<file path="config.mk">
export PLATFORM = sky130hd
export DESIGN_NAME = mem_arbiter
export DESIGN_NICKNAME = d
export VERILOG_FILES = /design/src/rtl/mem_arbiter_pkg.sv /design/src/rtl/sync_fifo.sv /design/src/rtl/mem_arbiter.sv
export SDC_FILE = /design/constraint.sdc
export NUM_CORES = 1
export LEC_CHECK = 0
export ABC_AREA = 0
export CAP_MARGIN = 20
export CORE_AREA = 2 2 108 110
export CTS_CLUSTER_SIZE = 10
export DETAILED_ROUTE_END_ITERATION = 16
export DIE_AREA = 0 0 110 112
export SKIP_CTS_REPAIR_TIMING = 1
export SKIP_LAST_GASP = 1
export SYNTH_ARGS = -nofsm -noshare
export SYNTH_HDL_FRONTEND = slang
export SYNTH_SLANG_ARGS = --single-unit
</file>
<file path="constraint.sdc">
create_clock -name clk -period 3.76 [get_ports clk]
set_input_delay 0.752 -clock clk [delete_from_list [all_inputs] [get_ports clk]]
set_output_delay 0.752 -clock clk [all_outputs]
set_load 0.02 [all_outputs]
</file>
<file path="src/rtl/mem_arbiter_pkg.sv">
// Shared types and defaults for the fetch/LSU memory arbiter.
package mem_arbiter_pkg;

    typedef enum logic {
        OWN_INSTR = 1'b0,
        OWN_DATA  = 1'b1
    } owner_e;

    localparam int unsigned OUTSTANDING_DEFAULT = 2;
    localparam logic [3:0]  INSTR_BE            = 4'hF;

    function automatic owner_e rr_pick(input owner_e last_grant);
        if (last_grant == OWN_INSTR) begin
            return OWN_DATA;
        end else begin
            return OWN_INSTR;
        end
    endfunction

endpackage

</file>
<file path="src/rtl/sync_fifo.sv">
// Synchronous FIFO with occupancy-based full/empty; push when full and pop when empty are ignored.
module sync_fifo #(
    parameter int unsigned DATA_WIDTH = 8,
    parameter int unsigned DEPTH      = 4
) (
    input  logic                  clk,
    input  logic                  fifo_clear,
    input  logic                  push,
    input  logic [DATA_WIDTH-1:0] push_data,
    input  logic                  pop,
    output logic [DATA_WIDTH-1:0] pop_data,
    output logic                  empty,
    output logic                  full
);

    localparam int unsigned PW       = (DEPTH > 1) ? $clog2(DEPTH) : 1;
    localparam int unsigned CW       = $clog2(DEPTH + 1);
    localparam logic [PW-1:0] LAST_PTR = PW'(DEPTH - 1);
    localparam logic [CW-1:0] FULL_CNT = CW'(DEPTH);

    logic [DATA_WIDTH-1:0] mem_q [DEPTH];
    logic [DATA_WIDTH-1:0] mem_d [DEPTH];
    logic [PW-1:0]         wr_ptr_q, wr_ptr_d;
    logic [PW-1:0]         rd_ptr_q, rd_ptr_d;
    logic [CW-1:0]         count_q, count_d;
    logic                  do_push_s, do_pop_s;

    assign empty    = (count_q == '0);
    assign full     = (count_q == FULL_CNT);
    assign pop_data = mem_q[rd_ptr_q];

    // Next-state for storage, pointers and occupancy.
    always_comb begin
        do_push_s = push & ~full;
        do_pop_s  = pop & ~empty;
        mem_d     = mem_q;
        if (do_push_s) begin
            mem_d[wr_ptr_q] = push_data;
            wr_ptr_d        = (wr_ptr_q == LAST_PTR) ? '0 : wr_ptr_q + PW'(1);
        end else begin
            wr_ptr_d = wr_ptr_q;
        end
        if (do_pop_s) begin
            rd_ptr_d = (rd_ptr_q == LAST_PTR) ? '0 : rd_ptr_q + PW'(1);
        end else begin
            rd_ptr_d = rd_ptr_q;
        end
        case ({do_push_s, do_pop_s})
            2'b10:   count_d = count_q + CW'(1);
            2'b01:   count_d = count_q - CW'(1);
            default: count_d = count_q;
        endcase
    end

    // State registers; clear empties the queue without touching storage.
    always_ff @(posedge clk) begin
        mem_q <= mem_d;
        if (fifo_clear) begin
            wr_ptr_q <= '0;
            rd_ptr_q <= '0;
            count_q  <= '0;
        end else begin
            wr_ptr_q <= wr_ptr_d;
            rd_ptr_q <= rd_ptr_d;
            count_q  <= count_d;
        end
    end

endmodule

</file>
<file path="src/rtl/mem_arbiter.sv">
// Arbitrates fetch and LSU requests onto one pipelined memory port with zero-latency grants.
// Responses return in order; a 1-bit ID FIFO remembers which master owns each one.
module mem_arbiter
    import mem_arbiter_pkg::*;
#(
    parameter int unsigned OUTSTANDING = OUTSTANDING_DEFAULT,
    parameter int unsigned DATA_PRIO   = 1
) (
    input  logic        clk,
    input  logic        reset,
    input  logic        instr_req,
    input  logic [31:0] instr_addr,
    output logic        instr_gnt,
    output logic        instr_valid,
    output logic [31:0] instr_rdata,
    output logic        instr_err,
    input  logic        data_req,
    input  logic [31:0] data_addr,
    input  logic        data_we,
    input  logic [3:0]  data_be,
    input  logic [31:0] data_wdata,
    output logic        data_gnt,
    output logic        data_valid,
    output logic [31:0] data_rdata,
    output logic        data_err,
    output logic        mem_req,
    output logic [31:0] mem_addr,
    output logic        mem_we,
    output logic [3:0]  mem_be,
    output logic [31:0] mem_wdata,
    input  logic        mem_gnt,
    input  logic        mem_valid,
    input  logic [31:0] mem_rdata,
    input  logic        mem_err,
    output logic        spurious_rsp
);

    logic       lock_q, lock_d;
    owner_e     lock_owner_q, lock_owner_d;
    owner_e     last_grant_q, last_grant_d;
    owner_e     owner_s;
    logic       locked_req_s, sel_req_s, accept_s, pop_s;
    logic       id_full_s, id_empty_s;
    logic [0:0] id_head_s, id_push_s;

    // Owner selection: a stalled request keeps the port until granted or abandoned.
    always_comb begin
        locked_req_s = (lock_owner_q == OWN_DATA) ? data_req : instr_req;
        if (lock_q && locked_req_s) begin
            owner_s = lock_owner_q;
        end else if (instr_req && data_req) begin
            if (DATA_PRIO != 0) begin
                owner_s = OWN_DATA;
            end else begin
                owner_s = rr_pick(last_grant_q);
            end
        end else if (data_req) begin
            owner_s = OWN_DATA;
        end else begin
            owner_s = OWN_INSTR;
        end
        sel_req_s = (owner_s == OWN_DATA) ? data_req : instr_req;
    end

    // Memory request mux, grant steering and in-order response routing.
    always_comb begin
        mem_req = sel_req_s & ~id_full_s;
        if (owner_s == OWN_DATA) begin
            mem_addr  = data_addr;
            mem_we    = data_we;
            mem_be    = data_be;
            mem_wdata = data_wdata;
        end else begin
            mem_addr  = instr_addr;
            mem_we    = 1'b0;
            mem_be    = INSTR_BE;
            mem_wdata = 32'h0000_0000;
        end
        accept_s     = mem_req & mem_gnt & ~reset;
        instr_gnt    = accept_s & (owner_s == OWN_INSTR);
        data_gnt     = accept_s & (owner_s == OWN_DATA);
        id_push_s    = owner_s;
        pop_s        = mem_valid & ~id_empty_s & ~reset;
        instr_valid  = pop_s & (owner_e'(id_head_s) == OWN_INSTR);
        data_valid   = pop_s & (owner_e'(id_head_s) == OWN_DATA);
        spurious_rsp = mem_valid & id_empty_s & ~reset;
        instr_rdata  = mem_rdata;
        data_rdata   = mem_rdata;
        instr_err    = mem_err;
        data_err     = mem_err;
    end

    // Lock and round-robin history next-state.
    always_comb begin
        lock_d       = mem_req & ~mem_gnt;
        lock_owner_d = owner_s;
        if (accept_s) begin
            last_grant_d = owner_s;
        end else begin
            last_grant_d = last_grant_q;
        end
    end

    // Arbitration state registers.
    always_ff @(posedge clk) begin
        if (reset) begin
            lock_q       <= 1'b0;
            lock_owner_q <= OWN_INSTR;
            last_grant_q <= OWN_INSTR;
        end else begin
            lock_q       <= lock_d;
            lock_owner_q <= lock_owner_d;
            last_grant_q <= last_grant_d;
        end
    end

    sync_fifo #(
        .DATA_WIDTH (1),
        .DEPTH      (OUTSTANDING)
    ) u_id_fifo (
        .clk        (clk),
        .fifo_clear (reset),
        .push       (accept_s),
        .push_data  (id_push_s),
        .pop        (pop_s),
        .pop_data   (id_head_s),
        .empty      (id_empty_s),
        .full       (id_full_s)
    );

endmodule

</file>
[Word level (Yosys, flattened, before mapping)]
Index checks and enable logic that the tools add are counted.
Widths: inputs -> output; s select.
Storage, ports and cells
  bits in registers: 8
  memory bits (read-only): 0
  output and inout port bits: 141
  word-level logic and storage cells: 62
  bits in latches: 0
  memories kept: 0
  memory bits (writable): 0
Cells by class
  $mul: 0
  equal/unequal tests: 3
  add/sub/neg operators: 4
  muxes and demuxes: 18
  $lt $le $gt $ge: 3
  shift-type cells: 0
  reduce and logical (&&, ||, !) cells: 5
  div/mod/pow operators: 0
  bitwise operators: 22
Operator list (number)
  $mux 32: 2
  $and 1x1->1: 14
  $mux 1: 12
  $not 1->1: 6
  $eq 2x2->1 const B: 2
  $ge 2x2->1 const B: 2
  $mux 4: 1
  $not 1->2: 2
  $pmux 2 s2: 1
  $logic_and 1x1->1: 3
  $add 1x1->1 const B: 2
  $add 2x1->2 const B: 1
  $bwmux 2: 1
  $eq 2x1->1 const B: 1
  $logic_not 2->1: 1
  $lt 2x1->1 const B: 1
  $reduce_bool 2->1: 1
  $sub 2x1->2 const B: 1
  $demux 1 s1: 1

[Longest topological paths before layout]
Gate-level depths: netlist (run 1).
  depth after elaboration: 10
  mapped depth: 7
  mapped depth without buffers: 6

[By module]
From an unflattened synthesis (run 1), not the netlist that was laid out.
Unflattened totals
  cells, all modules: 306
  area, all modules: 2337.2 µm²
By module, submodules not included
  mem_arbiter: instances 1, seq. area each 40.0 µm², cells an instance 279, area an instance 2065.7 µm²
  sync_fifo: instances 1, seq. area each 140.1 µm², cells an instance 27, area an instance 271.5 µm²

[Least setup slack after synthesis (run 1)]
Ideal clock, no wire load.
  kind: input to output
  start point: input instr_req
  end point: output mem_addr[10]
  data arrival time: 1.761 ns
  stages: 4
  required time: 3.008 ns
  setup slack: 1.247 ns
  cells stage by stage: nand3b_1 -> nand2_1 -> buf_2 -> mux2_2
On the way
  cells in the longest elaborated chain, start to end: 4
  elaborated cells on any way between the ends: 6
  classes of those cells: 4 x mux; 2 x reduce/logical
RTL lines
  from (decl): RTL line mem_arbiter.sv:11  | input logic instr_req,
  $logic_and 1x1->1 or $mux 1 (tied branches): RTL line mem_arbiter.sv:51, mem_arbiter.sv:48
  $mux 1 or $logic_and 1x1->1 (tied branches): RTL line mem_arbiter.sv:51, mem_arbiter.sv:49
  $mux 1 (*): RTL line mem_arbiter.sv:49  | if (lock_q && locked_req_s) begin
  $mux 32 (*): RTL line mem_arbiter.sv:68  | if (owner_s == OWN_DATA) begin
  to (decl): RTL line mem_arbiter.sv:27  | output logic [31:0] mem_addr,
Every way passes the cells marked *; elsewhere a longest branch is shown, timed or not.

[Worst setup path after layout (run 1)]
  start point: input data_req
  end point: output instr_gnt
On the way
  cells in the longest elaborated chain, start to end: 8
  elaborated cells on any way between the ends: 12
  classes of those cells: 5 x mux; 5 x bitwise; 2 x reduce/logical
RTL lines
  from (decl): RTL line mem_arbiter.sv:17  | input logic data_req,
  $mux 1 (tied with other cells): RTL line mem_arbiter.sv:57  | end else if (data_req) begin
  $mux 1 or $logic_and 1x1->1 (tied branches): RTL line mem_arbiter.sv:51, mem_arbiter.sv:49
  $mux 1: RTL line mem_arbiter.sv:49
  $mux 1: RTL line mem_arbiter.sv:62  | sel_req_s = (owner_s == OWN_DATA) ? data_req : instr_req;
  $and 1x1->1: RTL line mem_arbiter.sv:67  | mem_req = sel_req_s & ~id_full_s;
  $and 1x1->1 (2 in series): RTL line mem_arbiter.sv:79  | accept_s = mem_req & mem_gnt & ~reset;
  $and 1x1->1 (*): RTL line mem_arbiter.sv:80  | instr_gnt = accept_s & (owner_s == OWN_INSTR);
  to (decl): RTL line mem_arbiter.sv:13  | output logic instr_gnt,
Marked as above.

==> summary.md, run 1 <==
| Metric | Value |
|---|---|
| Tcrit/Tclk final | `0.9058` |
| Worst-path clk slew | `30 ps` |
| Total placed cells including tap cells | `440` |
| Clock Tree Buf Depth | `2` |
| Endpoints failing setup | `0` |
| Largest cells by area after synthesis | `buf_4, mux2_2, and3_1` |
| Worst-margin pin slew | `254.7 ps` |
| Top fanout value on the critical path | `3` |
| CP arrival | `2650 ps` |
| Ys flop type | `dfxtp_1` |
| Non-filler cells, final | `444` |
| Syn_nets | `327` |
| Synth async-reset ratio | `0` |
| Layout area overhead | `105.9%` |
| Pleak | `1.219 nW` |
| Final-report hold violation count | `0` |
| WHS Path Cells | `1` |
| CTS tree | `yes` |
| Clock Latency Late Sink | `230 ps` |
| Clock sink total | `8` |
| RePlAce Congestion | `0.7481` |
| DRC Markers | `0` |
| Full die area | `12320 um2` |
| Rel. slew slack | `0.8286` |
| Hold path start | `u_id_fifo.wr_ptr_q` |
| Fraction of layout cells with a size suffix above 1 | `0.1362` |
| R2R setup slack | `1650 ps` |
| Fin util | `0.2765` |
| Outcome | `finished clean` |
| Worst r2r dst | `u_id_fifo.count_q[1]` |
| Hold crit path type | `reg2reg` |
| Multi-input logic area | `774.5 um2` |
| Worst setup EP type | `primary output` |
| Antenna violations before repair | `0` |
| TritonCTS Buffers | `3` |
| WL/cell | `13.39 um` |
| Number of core rows | `39` |
| H-tree depth | `1` |
| Worst IR Drop VDD | `0.1345 mV` |
| Final net count | `443` |
| Gr usage total | `0.08669` |
| Commonest cells after routing, fill and taps aside | `clkdlybuf4s50_1, and3_1, mux2_2` |
| Vias | `1687` |
| Vias per cell | `3.800` |
| Die X | `110 um` |
| Hold WS | `500.6 ps` |
| RSZ-0062 raised after global routing | `no` |
| PwrDens | `217.4 nW/um2` |
| Largest net degree at the start of global routing | `36` |
| Commonest non-fill, non-tap cell in the layout | `clkdlybuf4s50_1` |
| Number of global-route vias before repair | `1773` |
| # fillers | `1187` |
| Initial core utilization | `0.1343` |
| Worst Reg2Reg Path Length in Cells | `6` |
| Worst endpoint required time | `3010 ps` |
| Root Driver | `clkbuf_16` |
| Syn_area_per_cell | `8.066 um2` |
| Ports | `281` |
| WL final | `5.943 mm` |
| Max Cap Viol | `0` |
| Number of flops mapped to enable cells by yosys | `2` |
| Reg area | `180.2 um2` |
| Yosys warns | `0` |
| Port buffer count | `181` |
| Core area | `11170 um2` |
| Reg2reg start | `u_id_fifo.count_q[0]` |
| Post-synthesis cell area | `1500 um2` |
| Post-route ant nets | `0` |
| Die height | `112 um` |
| Yosys reg bits | `8` |
| Synth top area share | `0.3303` |
| Post-DP HPWL | `5.156 mm` |
| Number of library cell types mapped by synthesis | `24` |
| Max Slew Vio Count | `0` |
| Setup crit start | `data_req` |
| DRT Pass-1 Iters | `4` |
| CP startpoint kind | `input pin` |
| Ant. Diodes | `0` |
| GR Overflow Total | `0` |
| Post-synthesis cell count | `186` |
| Seq/Total Area, Yosys | `0.1201` |
| First-pass GRT wire length | `8.487 mm` |
| Achievable Freq | `293.6 MHz` |
| Min Tclk post-route | `3406 ps` |
| Post-route setup TNS | `0 ps` |
| Layout Skew | `3.775 ps` |
| Synth area leader | `buf_4` |
| Total power | `0.6715 mW` |
| Worst Hold Endpoint | `u_id_fifo.wr_ptr_q` |
| Crit Path Class | `in2out` |
| Initial DRC count | `26` |
-- where the power goes --
group / leakage, nW / internal (mW) / switching [mW]
clock network: 0.0382 / 0.141 / 0.0411
logic: 1.11 / 0.238 / 0.150
registers: 0.0677 / 0.0955 / 0.00522
total: 1.22 / 0.475 / 0.197
-- registers in the layout, indices dropped and copies added, names as in the netlist --
| register | flops |
|---|---|
| u_id_fifo.mem_q | 2 |
| u_id_fifo.rd_ptr_q | 1 |
| lock_owner_q | 1 |
| u_id_fifo.wr_ptr_q | 1 |
| lock_q | 1 |
| u_id_fifo.count_q | 2 |
-- metrics by stage --
| step | area [um2] | setup WS, ps |
|---|---|---|
| floorplan | 1500 | 1247 |
| global placement | 3010 | 325.3 |
| detailed placement | 3010 | 355.5 |
| CTS | 3089 | 331.6 |
| global route | 3089 | 296.8 |
| finish | 3089 | 354.1 |
-- worst max-delay path, stage by stage --
cell and delay [ps]:
clkdlybuf4s50_1 510, nor2_1 90, or4b_1 560, nor2_1 120, clkdlybuf4s50_1 610
-- area by class of cell --
type | count | area share
tap | 143 | 0.05792
multi-input combinational | 100 | 0.2507
inverter | 2 | 0.002430
timing repair buffer | 187 | 0.6051
clock buffer | 4 | 0.02552
sequential | 8 | 0.05832
-- metal layers --
layer,vias to the layer above,track usage,part of all wire
met5,-,0,0
met4,0,0.01435,0.0064
met3,8,0.04040,0.14
met2,149,0.1521,0.50
met1,733,0.09566,0.35
li1,797,-,-
-- synthesized netlist by cell type (2+ instances only) --
| cell type | n |
|---|---|
| buf_4 | 66 |
| and3_1 | 33 |
| mux2_2 | 32 |
| nor2_1 | 10 |
| clkbuf_1 | 6 |
| dfxtp_1 | 6 |
| nand2b_1 | 6 |
| buf_2 | 4 |
| a21oi_1 | 2 |
| edfxtp_1 | 2 |
| inv_1 | 2 |
| mux2i_1 | 2 |
| nor3_1 | 2 |
| o21ai_0 | 2 |
| or3_1 | 2 |
-- worst max-delay path by stage --
| stage | end | cells past startpoint |
|---|---|---|
| global placement | data_gnt | 5 |
| floorplan | mem_addr[10] | 4 |
| finish | instr_gnt | 5 |
| global route | mem_addr[6] | 6 |
| CTS | instr_gnt | 5 |
| detailed placement | instr_gnt | 5 |
-- logic make-up after synthesis --
logic type      Yosys count  share of synthesized area
buf+inv                  78                     0.3636
simple gates             59                     0.2294
mux                      34                     0.2535
flops                     8                     0.1201
compound gates            4                    0.01334
xor+xnor                  2                    0.01168
fa+ha+maj                 1                   0.008339
Note: power is estimated with default switching activity, not from simulation.
==> inputs of run 2 (changes only) <==
Settings changed: GPL_ROUTABILITY_DRIVEN from default to 0.
==> results of run 2 <==
Final layout, timing and power as in run 1 (identical DEF).
